**config.mk**
```make
export PLATFORM = sky130hd
export DESIGN_NAME = instr_encoder
export DESIGN_NICKNAME = d
export VERILOG_FILES = /design/src/rtl/instr_encoder_pkg.sv /design/src/rtl/instr_fifo.sv /design/src/rtl/instr_encoder.sv
export SDC_FILE = /design/constraint.sdc
export NUM_CORES = 1
export LEC_CHECK = 0
export ABC_CLOCK_PERIOD_IN_PS = 13900
export CAP_MARGIN = 20
export CORE_ASPECT_RATIO = 1.25
export CORE_MARGIN = 3
export CORE_UTILIZATION = 55
export DETAILED_ROUTE_END_ITERATION = 16
export MAX_ROUTING_LAYER = met4
export PLACE_DENSITY = 0.8
export SLEW_MARGIN = 10
export SYNTH_ARGS = -nofsm -noshare
export SYNTH_HDL_FRONTEND = slang
export SYNTH_SLANG_ARGS = --single-unit
export TNS_END_PERCENT = 20
```
**constraint.sdc**
```tcl
create_clock -name clk -period 13.9 [get_ports clk]
set_clock_uncertainty 0.1 [all_clocks]
set_input_delay 4.17 -clock clk [delete_from_list [all_inputs] [get_ports clk]]
set_output_delay 4.17 -clock clk [all_outputs]
set_load 0.1 [all_outputs]
```
**src/rtl/instr_encoder_pkg.sv**
```systemverilog
// Shared MIPS encoding constants and the symbolic op set used by the
// instruction encoder and the pipeline control decoder.
package instr_encoder_pkg;

  localparam logic [5:0] OPC_SPECIAL = 6'b000000;
  localparam logic [5:0] OPC_ORI     = 6'b001101;
  localparam logic [5:0] OPC_LW      = 6'b100011;
  localparam logic [5:0] OPC_SW      = 6'b101011;
  localparam logic [5:0] OPC_LUI     = 6'b001111;
  localparam logic [5:0] OPC_BEQ     = 6'b000100;
  localparam logic [5:0] OPC_J       = 6'b000010;
  localparam logic [5:0] OPC_JAL     = 6'b000011;

  localparam logic [5:0] FUNCT_ADD   = 6'b100000;
  localparam logic [5:0] FUNCT_SUB   = 6'b100010;
  localparam logic [5:0] FUNCT_JR    = 6'b001000;

  typedef enum logic [3:0] {
    OP_NOP = 4'd0,
    OP_ADD = 4'd1,
    OP_SUB = 4'd2,
    OP_ORI = 4'd3,
    OP_LW  = 4'd4,
    OP_SW  = 4'd5,
    OP_LUI = 4'd6,
    OP_BEQ = 4'd7,
    OP_J   = 4'd8,
    OP_JAL = 4'd9,
    OP_JR  = 4'd10
  } sym_op_e;

  typedef struct packed {
    logic [31:0] addr;
    logic [31:0] instr;
  } im_word_t;

  localparam int unsigned IM_WORD_W = $bits(im_word_t);

  // Codes above the last defined op are reserved and rejected by the encoder.
  function automatic logic sym_op_valid(input logic [3:0] op);
    return op <= 4'(OP_JR);
  endfunction

endpackage

```
**src/rtl/instr_fifo.sv**
```systemverilog
// Synchronous FIFO of {addr, instr} entries with flush and active-low sync reset.
module instr_fifo
  import instr_encoder_pkg::*;
#(
  parameter int unsigned DEPTH = 4
) (
  input  logic                 clk,
  input  logic                 reset,
  input  logic                 clear_i,
  input  logic                 push_i,
  input  logic [IM_WORD_W-1:0] wdata_i,
  input  logic                 pop_i,
  output logic [IM_WORD_W-1:0] rdata_o,
  output logic                 full_o,
  output logic                 empty_o
);

  localparam int unsigned AW = (DEPTH > 1) ? $clog2(DEPTH) : 1;
  localparam logic [AW:0] FULL_CNT = (AW+1)'(DEPTH);

  logic [IM_WORD_W-1:0] mem_q [DEPTH];
  logic [AW-1:0]        wr_ptr_q, rd_ptr_q;
  logic [AW:0]          count_q;
  logic                 do_push, do_pop;

  assign full_o  = (count_q == FULL_CNT);
  assign empty_o = (count_q == '0);
  assign rdata_o = mem_q[rd_ptr_q];

  // A full FIFO still takes a push when the head leaves in the same cycle.
  assign do_pop  = pop_i & ~empty_o;
  assign do_push = push_i & (~full_o | do_pop);

  always_ff @(posedge clk) begin
    if (reset && !clear_i && do_push) begin
      mem_q[wr_ptr_q] <= wdata_i;
    end
  end

  always_ff @(posedge clk) begin
    if (!reset || clear_i) begin
      wr_ptr_q <= '0;
      rd_ptr_q <= '0;
      count_q  <= '0;
    end else begin
      if (do_push) wr_ptr_q <= wr_ptr_q + 1'b1;
      if (do_pop)  rd_ptr_q <= rd_ptr_q + 1'b1;
      case ({do_push, do_pop})
        2'b10:   count_q <= count_q + 1'b1;
        2'b01:   count_q <= count_q - 1'b1;
        default: count_q <= count_q;
      endcase
    end
  end

endmodule

```
**src/rtl/instr_encoder.sv**
```systemverilog
// Streaming MIPS instruction encoder: symbolic requests in, address-tagged
// 32-bit machine words out through a small FIFO.
module instr_encoder
  import instr_encoder_pkg::*;
#(
  parameter int unsigned FIFO_DEPTH = 4,
  parameter logic [31:0] BASE_ADDR  = 32'h0000_3000,
  parameter logic [31:0] ADDR_STEP  = 32'd4
) (
  input  logic        clk,
  input  logic        reset,
  input  logic        clear,
  input  logic        in_valid,
  output logic        in_ready,
  input  logic [3:0]  in_op,
  input  logic [4:0]  in_rs,
  input  logic [4:0]  in_rt,
  input  logic [4:0]  in_rd,
  input  logic [15:0] in_imm,
  input  logic [25:0] in_target,
  output logic        out_valid,
  input  logic        out_ready,
  output logic [31:0] out_addr,
  output logic [31:0] out_instr,
  output logic        err,
  output logic [15:0] words_out
);

  logic [31:0] next_addr_q, next_addr_d;
  logic        err_q, err_d;
  logic [15:0] words_q, words_d;
  logic [31:0] enc_word;
  logic        op_ok, accept, push, pop;
  logic        fifo_full, fifo_empty;
  im_word_t    wr_entry, head;

  always_comb begin
    enc_word = '0;
    case (sym_op_e'(in_op))
      OP_NOP:  enc_word = '0;
      OP_ADD:  enc_word = {OPC_SPECIAL, in_rs, in_rt, in_rd, 5'b0, FUNCT_ADD};
      OP_SUB:  enc_word = {OPC_SPECIAL, in_rs, in_rt, in_rd, 5'b0, FUNCT_SUB};
      OP_ORI:  enc_word = {OPC_ORI, in_rs, in_rt, in_imm};
      OP_LW:   enc_word = {OPC_LW, in_rs, in_rt, in_imm};
      OP_SW:   enc_word = {OPC_SW, in_rs, in_rt, in_imm};
      OP_LUI:  enc_word = {OPC_LUI, 5'b0, in_rt, in_imm};
      OP_BEQ:  enc_word = {OPC_BEQ, in_rs, in_rt, in_imm};
      OP_J:    enc_word = {OPC_J, in_target};
      OP_JAL:  enc_word = {OPC_JAL, in_target};
      OP_JR:   enc_word = {OPC_SPECIAL, in_rs, 15'b0, FUNCT_JR};
      default: enc_word = '0;
    endcase
  end

  assign op_ok     = sym_op_valid(in_op);
  assign out_valid = reset & ~fifo_empty;
  assign in_ready  = reset & ~clear & (~fifo_full | (out_valid & out_ready));
  assign accept    = in_valid & in_ready;
  // Reserved ops complete the handshake but never reach the FIFO.
  assign push      = accept & op_ok;
  assign pop       = out_valid & out_ready & ~clear;

  assign wr_entry  = '{addr: next_addr_q, instr: enc_word};
  assign out_addr  = out_valid ? head.addr  : '0;
  assign out_instr = out_valid ? head.instr : '0;
  assign err       = err_q;
  assign words_out = words_q;

  instr_fifo #(
    .DEPTH (FIFO_DEPTH)
  ) u_fifo (
    .clk     (clk),
    .reset   (reset),
    .clear_i (clear),
    .push_i  (push),
    .wdata_i (wr_entry),
    .pop_i   (pop),
    .rdata_o (head),
    .full_o  (fifo_full),
    .empty_o (fifo_empty)
  );

  always_comb begin
    next_addr_d = next_addr_q;
    err_d       = err_q;
    words_d     = words_q;
    if (clear) begin
      next_addr_d = BASE_ADDR;
      err_d       = 1'b0;
    end else begin
      if (push)                      next_addr_d = next_addr_q + ADDR_STEP;
      if (accept && !op_ok)          err_d       = 1'b1;
      if (pop && (words_q != '1))    words_d     = words_q + 16'd1;
    end
  end

  always_ff @(posedge clk) begin
    if (!reset) begin
      next_addr_q <= BASE_ADDR;
      err_q       <= 1'b0;
      words_q     <= '0;
    end else begin
      next_addr_q <= next_addr_d;
      err_q       <= err_d;
      words_q     <= words_d;
    end
  end

endmodule

```
* Word-level counts from Yosys, hierarchy flattened
Memory sizes are Yosys's and may differ from the RTL's. A register that Yosys moved wholly into a read port is not among the register bits.
Index checks and enable logic that the tools add are counted.
** Storage, ports and cells
- Bits of input ports :: 66
- Memories :: 1
- Bits in registers :: 56
- RAM bits :: 256
- Word-level logic and storage cells :: 63
- Output and inout bits :: 83
** Memory list
- u_fifo.mem_q :: depth 4, width 64, read ports 1, clocked after memory_dff 1, wr ports 1, line instr_fifo.sv:21 : logic [IM_WORD_W-1:0] mem_q [DEPTH];
** Cells by class
- Magnitude comparators :: 1
- Reductions and logical operators :: 12
- Muxes and demuxes :: 8
- Equality and inequality tests :: 14
- Add/sub/neg operators :: 6
- Bitwise operators :: 15
** Operators by type and width (number)
- $pmux 32 s10 :: 1
- $mux 32 :: 2
- $add 32x3->32 const B :: 1
- $add 16x1->16 const B :: 1
- $eq 4x3->1 const B :: 4
- $ne 16x16->1 const B :: 1
- $eq 4x4->1 const B :: 3
- $and 1x1->1 :: 9
- $eq 4x2->1 const B :: 2
- $pmux 3 s2 :: 1
- $add 2x1->2 const B :: 2
- $eq 4x1->1 const B :: 1
- $le 4x4->1 const B :: 1
- $logic_and 1x1->1 :: 4
- $mux 2 :: 2
- $not 1->1 :: 4
- $add 3x1->3 const B :: 1
- $eq 3x3->1 const B :: 1
- $logic_not 1->1 :: 3
- $logic_not 3->1 :: 1
- $sub 3x1->3 const B :: 1
- $eq 2x1->1 const B :: 1
- $eq 2x2->1 const B :: 1
- $mux 1 :: 2
- other kinds (5) :: 6

* Depth between registers and ports, before layout
- Word-level depth :: 12
- Gate-level depth with buffers :: 12

* Cells and area by module
From an unflattened synthesis, not the netlist that was laid out.
** Second synthesis, totals
- Cells, all modules :: 839
- Area, all modules :: 13133.8 um^2
** By module, submodules not included
- instr_fifo :: area an instance 9800.6 um^2, instances 1, sequential area each 7867.5 um^2, cells an instance 401
- instr_encoder :: area an instance 3333.2 um^2, instances 1, sequential area each 940.9 um^2, cells an instance 438

* Worst setup path before layout
No wires, ideal clock.
- Path kind :: in2out
- From :: input port reset
- To :: output port in_ready
- Stages on the path :: 4
- Setup slack :: 3.800 ns
- Data arrival time :: 5.830 ns
- Buffers on the path :: 2
- Cell sequence :: buf_2 > nand2b_1 > clkbuf_1 > nor2_1
** Between the ends
- Cells in the longest elaborated chain, start to end :: 4
** RTL lines
- from (decl) :: line instr_encoder.sv:11 : input logic reset,
- $and 1x1->1 :: line instr_encoder.sv:56 : assign out_valid = reset & ~fifo_empty;
- $and 1x1->1 :: line instr_encoder.sv:57 : assign in_ready = reset & ~clear & (~fifo_full | (out_valid & out_ready));
- $or 1x1->1 :: line instr_encoder.sv:57
- $and 1x1->1 (*) :: line instr_encoder.sv:57
- to (decl) :: line instr_encoder.sv:14 : output logic in_ready,
Every way passes the cells marked *; elsewhere a longest branch is shown, timed or not.

* Worst setup path in the final report
Ends and elaborated chain as after synthesis.

==> summary.md <==
| Metric | Value |
|---|---|
| Crit path required time | `9.63 ns` |
| Initial Util | `0.5683` |
| Final setup fails | `0` |
| Placement row count | `60` |
| P_leak | `5.089 nW` |
| # port buffers | `145` |
| GP Congestion | `0.7966` |
| Critical Path End Type | `output pin` |
| Core box area | `21850 um2` |
| Placed cell count | `1176` |
| Relative slew margins | `0.2606` |
| Initial DRC Count | `591` |
| Clock sink total | `300` |
| Cell area after layout | `15100 um2` |
| VDD IR max | `116.6 uV` |
| Outcome | `completed` |
| Post-layout instance count excluding filler cells | `1228` |
| DRC viols | `0` |
| Initial antenna violation count | `0` |
| Ys Warns | `0` |
| Worst Hold Class | `flop to flop` |
| Worst-Margin Slew | `1.109 ns` |
| Crit path cell chain | `buf_2, buf_4, nand2b_1, buf_4, nor2_1, clkdlybuf4s50_1` |
| CTS tree | `yes` |
| Worst-skew pair later-pin latency | `0.53 ns` |
| Setup CP Type | `primary input to output pin` |
| Iteration count of the initial detailed-routing pass | `4` |
| Max H-tree Level | `1` |
| Fin. max-slew vios | `0` |
| Wire length per cell | `21.78 um` |
| Post-DP HPWL | `16450 um` |
| Post_cts resized | `0` |
| Area of placed instances | `14100 um2` |
| Die Area | `24420 um2` |
| Gr usage total | `0.2246` |
| EDFF count, synth | `244` |
| Nets@finish | `1001` |
| RSZ-0062 raised after global routing | `false` |
| Maximum clock frequency | `91.58 MHz` |
| Mapped Cells | `789` |
| Endpoints failing hold | `0` |
| Critical Path AT | `6.65 ns` |
| Number of global-route vias before repair | `7676` |
| Die Span Y | `174.0 um` |
| Most used cell along the critical path | `buf_4` |
| Main synth FF type | `edfxtp_1` |
| ANT nets after route | `0` |
| First-pass GRT wire length | `42380 um` |
| Vias per cell | `6.022` |
| TNS Setup | `0 ns` |
| Pwr per Cell Area | `124.7 nW/um2` |
| Worst setup path start | `reset` |
| Cell variety after synth | `57` |
| I/O pin count | `149` |
| #FFs+latches synth | `300` |
| Seq/Total Area, Yosys | `0.6805` |
| Setup bufs post-CTS | `0` |
| GRT Residual Overflow | `0` |
| Hold path start | `words_out[4]` |
| Asr flop ratio synth | `0` |
| Fillers | `1430` |
| Buffers and inverters on the worst path | `4` |
| Syn Area/Cell | `15.73 um2` |
| CTS buffer count | `28` |
| Origin of the critical flop-to-flop path | `u_fifo.count_q[0]` |
| # hold bufs at CTS | `0` |
| Die extent in x | `140.4 um` |
| Reg clk slew, reported paths | `0.06 ns` |
| Final Core Density | `0.6914` |
| Root Buffer | `clkbuf_16` |
| Min cycle time layout | `10.92 ns` |
| Final Routed Wirelength | `26750 um` |
| CP Max Fanout | `82` |
| CP top delay family | `buffers and inverters` |
| Area Overhead vs Synth | `21.66%` |
| Fraction of layout cells with a size suffix above 1 | `0.1412` |
| Mapped Area | `12410 um2` |
| Final worst-path cycle share | `0.7856` |
| Slowest stage delay, CP | `1.21 ns` |
| CP Launch Type | `primary input` |
| Vias after detailed routing | `7395` |
| Diodes inserted | `0` |
| # Max-Cap Violations | `0` |
| Slowest cell on the critical path | `clkdlybuf4s50_1` |
| Buffer levels on the longest clock path | `3` |
| Worst hold margin | `0.4064 ns` |
| Largest net degree at the start of global routing | `83` |
[layout by cell type, fill, tap and decap left out, drive strengths merged, types with 17 or more instances in the layout]
cell type	n
edfxtp	244
clkdlybuf4s50	144
and3	68
mux4	61
dfxtp	56
nand2	50
nor2	36
clkbuf	34
nand4	23
a21oi	17
xor2	17
[power by group]
part	switching, mW	internal [mW]	leakage [nW]
clock	0.325	0.499	0.480
combinational	0.0513	0.0332	1.90
sequential	0.00195	0.973	2.71
total	0.378	1.51	5.09
[layout make-up]
cell class | instances | area (um2) | area share
Sequential cell | 300 | 8453 | 0.5597
Multi-Input combinational cell | 427 | 3714 | 0.2459
Inverter | 14 | 52.55 | 0.003479
Clock inverter | 18 | 251.5 | 0.01665
Clock buffer | 34 | 754.5 | 0.04995
Timing Repair Buffer | 156 | 1529 | 0.1012
Tap cell | 279 | 349.1 | 0.02311
[state kept, by name, summed over array words and instances (netlist names), named ones only]
register and flops:
u_fifo.mem_q 244, next_addr_q 30, words_out 16, u_fifo.count_q 3, u_fifo.rd_ptr_q 2, u_fifo.wr_ptr_q 2, err 1
[cells in the mapped netlist, types with 2 or more instances]
| master | instances | share of area |
|---|---|---|
| o31ai_1 | 6 | 0.0036 |
| a22oi_1 | 10 | 0.0060 |
| nand3_1 | 16 | 0.0065 |
| nand3b_1 | 3 | 0.0018 |
| buf_2 | 10 | 0.0040 |
| and3b_1 | 2 | 0.0014 |
| nor4_1 | 4 | 0.0020 |
| clkbuf_1 | 35 | 0.011 |
| xnor2_1 | 12 | 0.0085 |
| inv_1 | 14 | 0.0042 |
| or3_1 | 7 | 0.0035 |
| a22o_1 | 13 | 0.0092 |
| nand2_1 | 50 | 0.015 |
| ha_1 | 7 | 0.0071 |
| and3_1 | 68 | 0.034 |
| xor2_1 | 17 | 0.012 |
| nor2_1 | 35 | 0.011 |
| nor3_1 | 4 | 0.0016 |
| o311ai_0 | 2 | 0.0014 |
| and2_1 | 11 | 0.0055 |
| or4_1 | 5 | 0.0030 |
| mux4_2 | 61 | 0.11 |
| nor2b_1 | 2 | 0.0010 |
| dfxtp_1 | 56 | 0.090 |
| nand4_1 | 22 | 0.011 |
| a21oi_1 | 17 | 0.0069 |
| and4_1 | 2 | 0.0014 |
| nand2b_1 | 3 | 0.0015 |
| edfxtp_1 | 244 | 0.59 |
| mux2i_1 | 8 | 0.0065 |
| buf_4 | 3 | 0.0018 |
| o21ai_0 | 15 | 0.0060 |
[worst paths after layout]
| check | endpoint | slack [ns] | cells past startpoint |
|---|---|---|---|
| worst min-delay path | words_out[4] | 0.41 | 1 |
| worst min register to register | words_out[4] | 0.41 | 1 |
| worst max-delay path | in_ready | 2.98 | 6 |
| worst max register to register | u_fifo.count_q[2] | 10.97 | 10 |
[per-stage QoR]
step,setup WS [ns],total power [mW]
6_report,2.980,1.883
5_1_grt,2.864,1.931
4_1_cts,2.972,1.893
3_5_place_dp,2.981,1.079
3_3_place_gp,3.028,1.077
2_1_floorplan,3.800,1.044
[routing by layer]
metal  track usage  part of all wire  wire length (um)
met2        0.3864              0.53             14150
met4       0.05977             0.019               518
met5             -                 0                 0
met1        0.2873              0.40             10750
met3       0.02477             0.050              1328
[logic make-up (layout without fill, tap and decap cells)]
logic type,Yosys count,in the layout,share of synthesized area
XOR/XNOR,29,29,0.02046
multiplexers,69,69,0.1171
other,1,3,0.0003021
adder cells (fa/ha/maj),8,8,0.008667
buffers and inverters,64,222,0.02187
AO/OA/AOI/OAI,78,78,0.04536
AND/OR/NAND/NOR,240,240,0.1057
flip-flops,300,300,0.6805
Power figures use the tool's default switching activity.
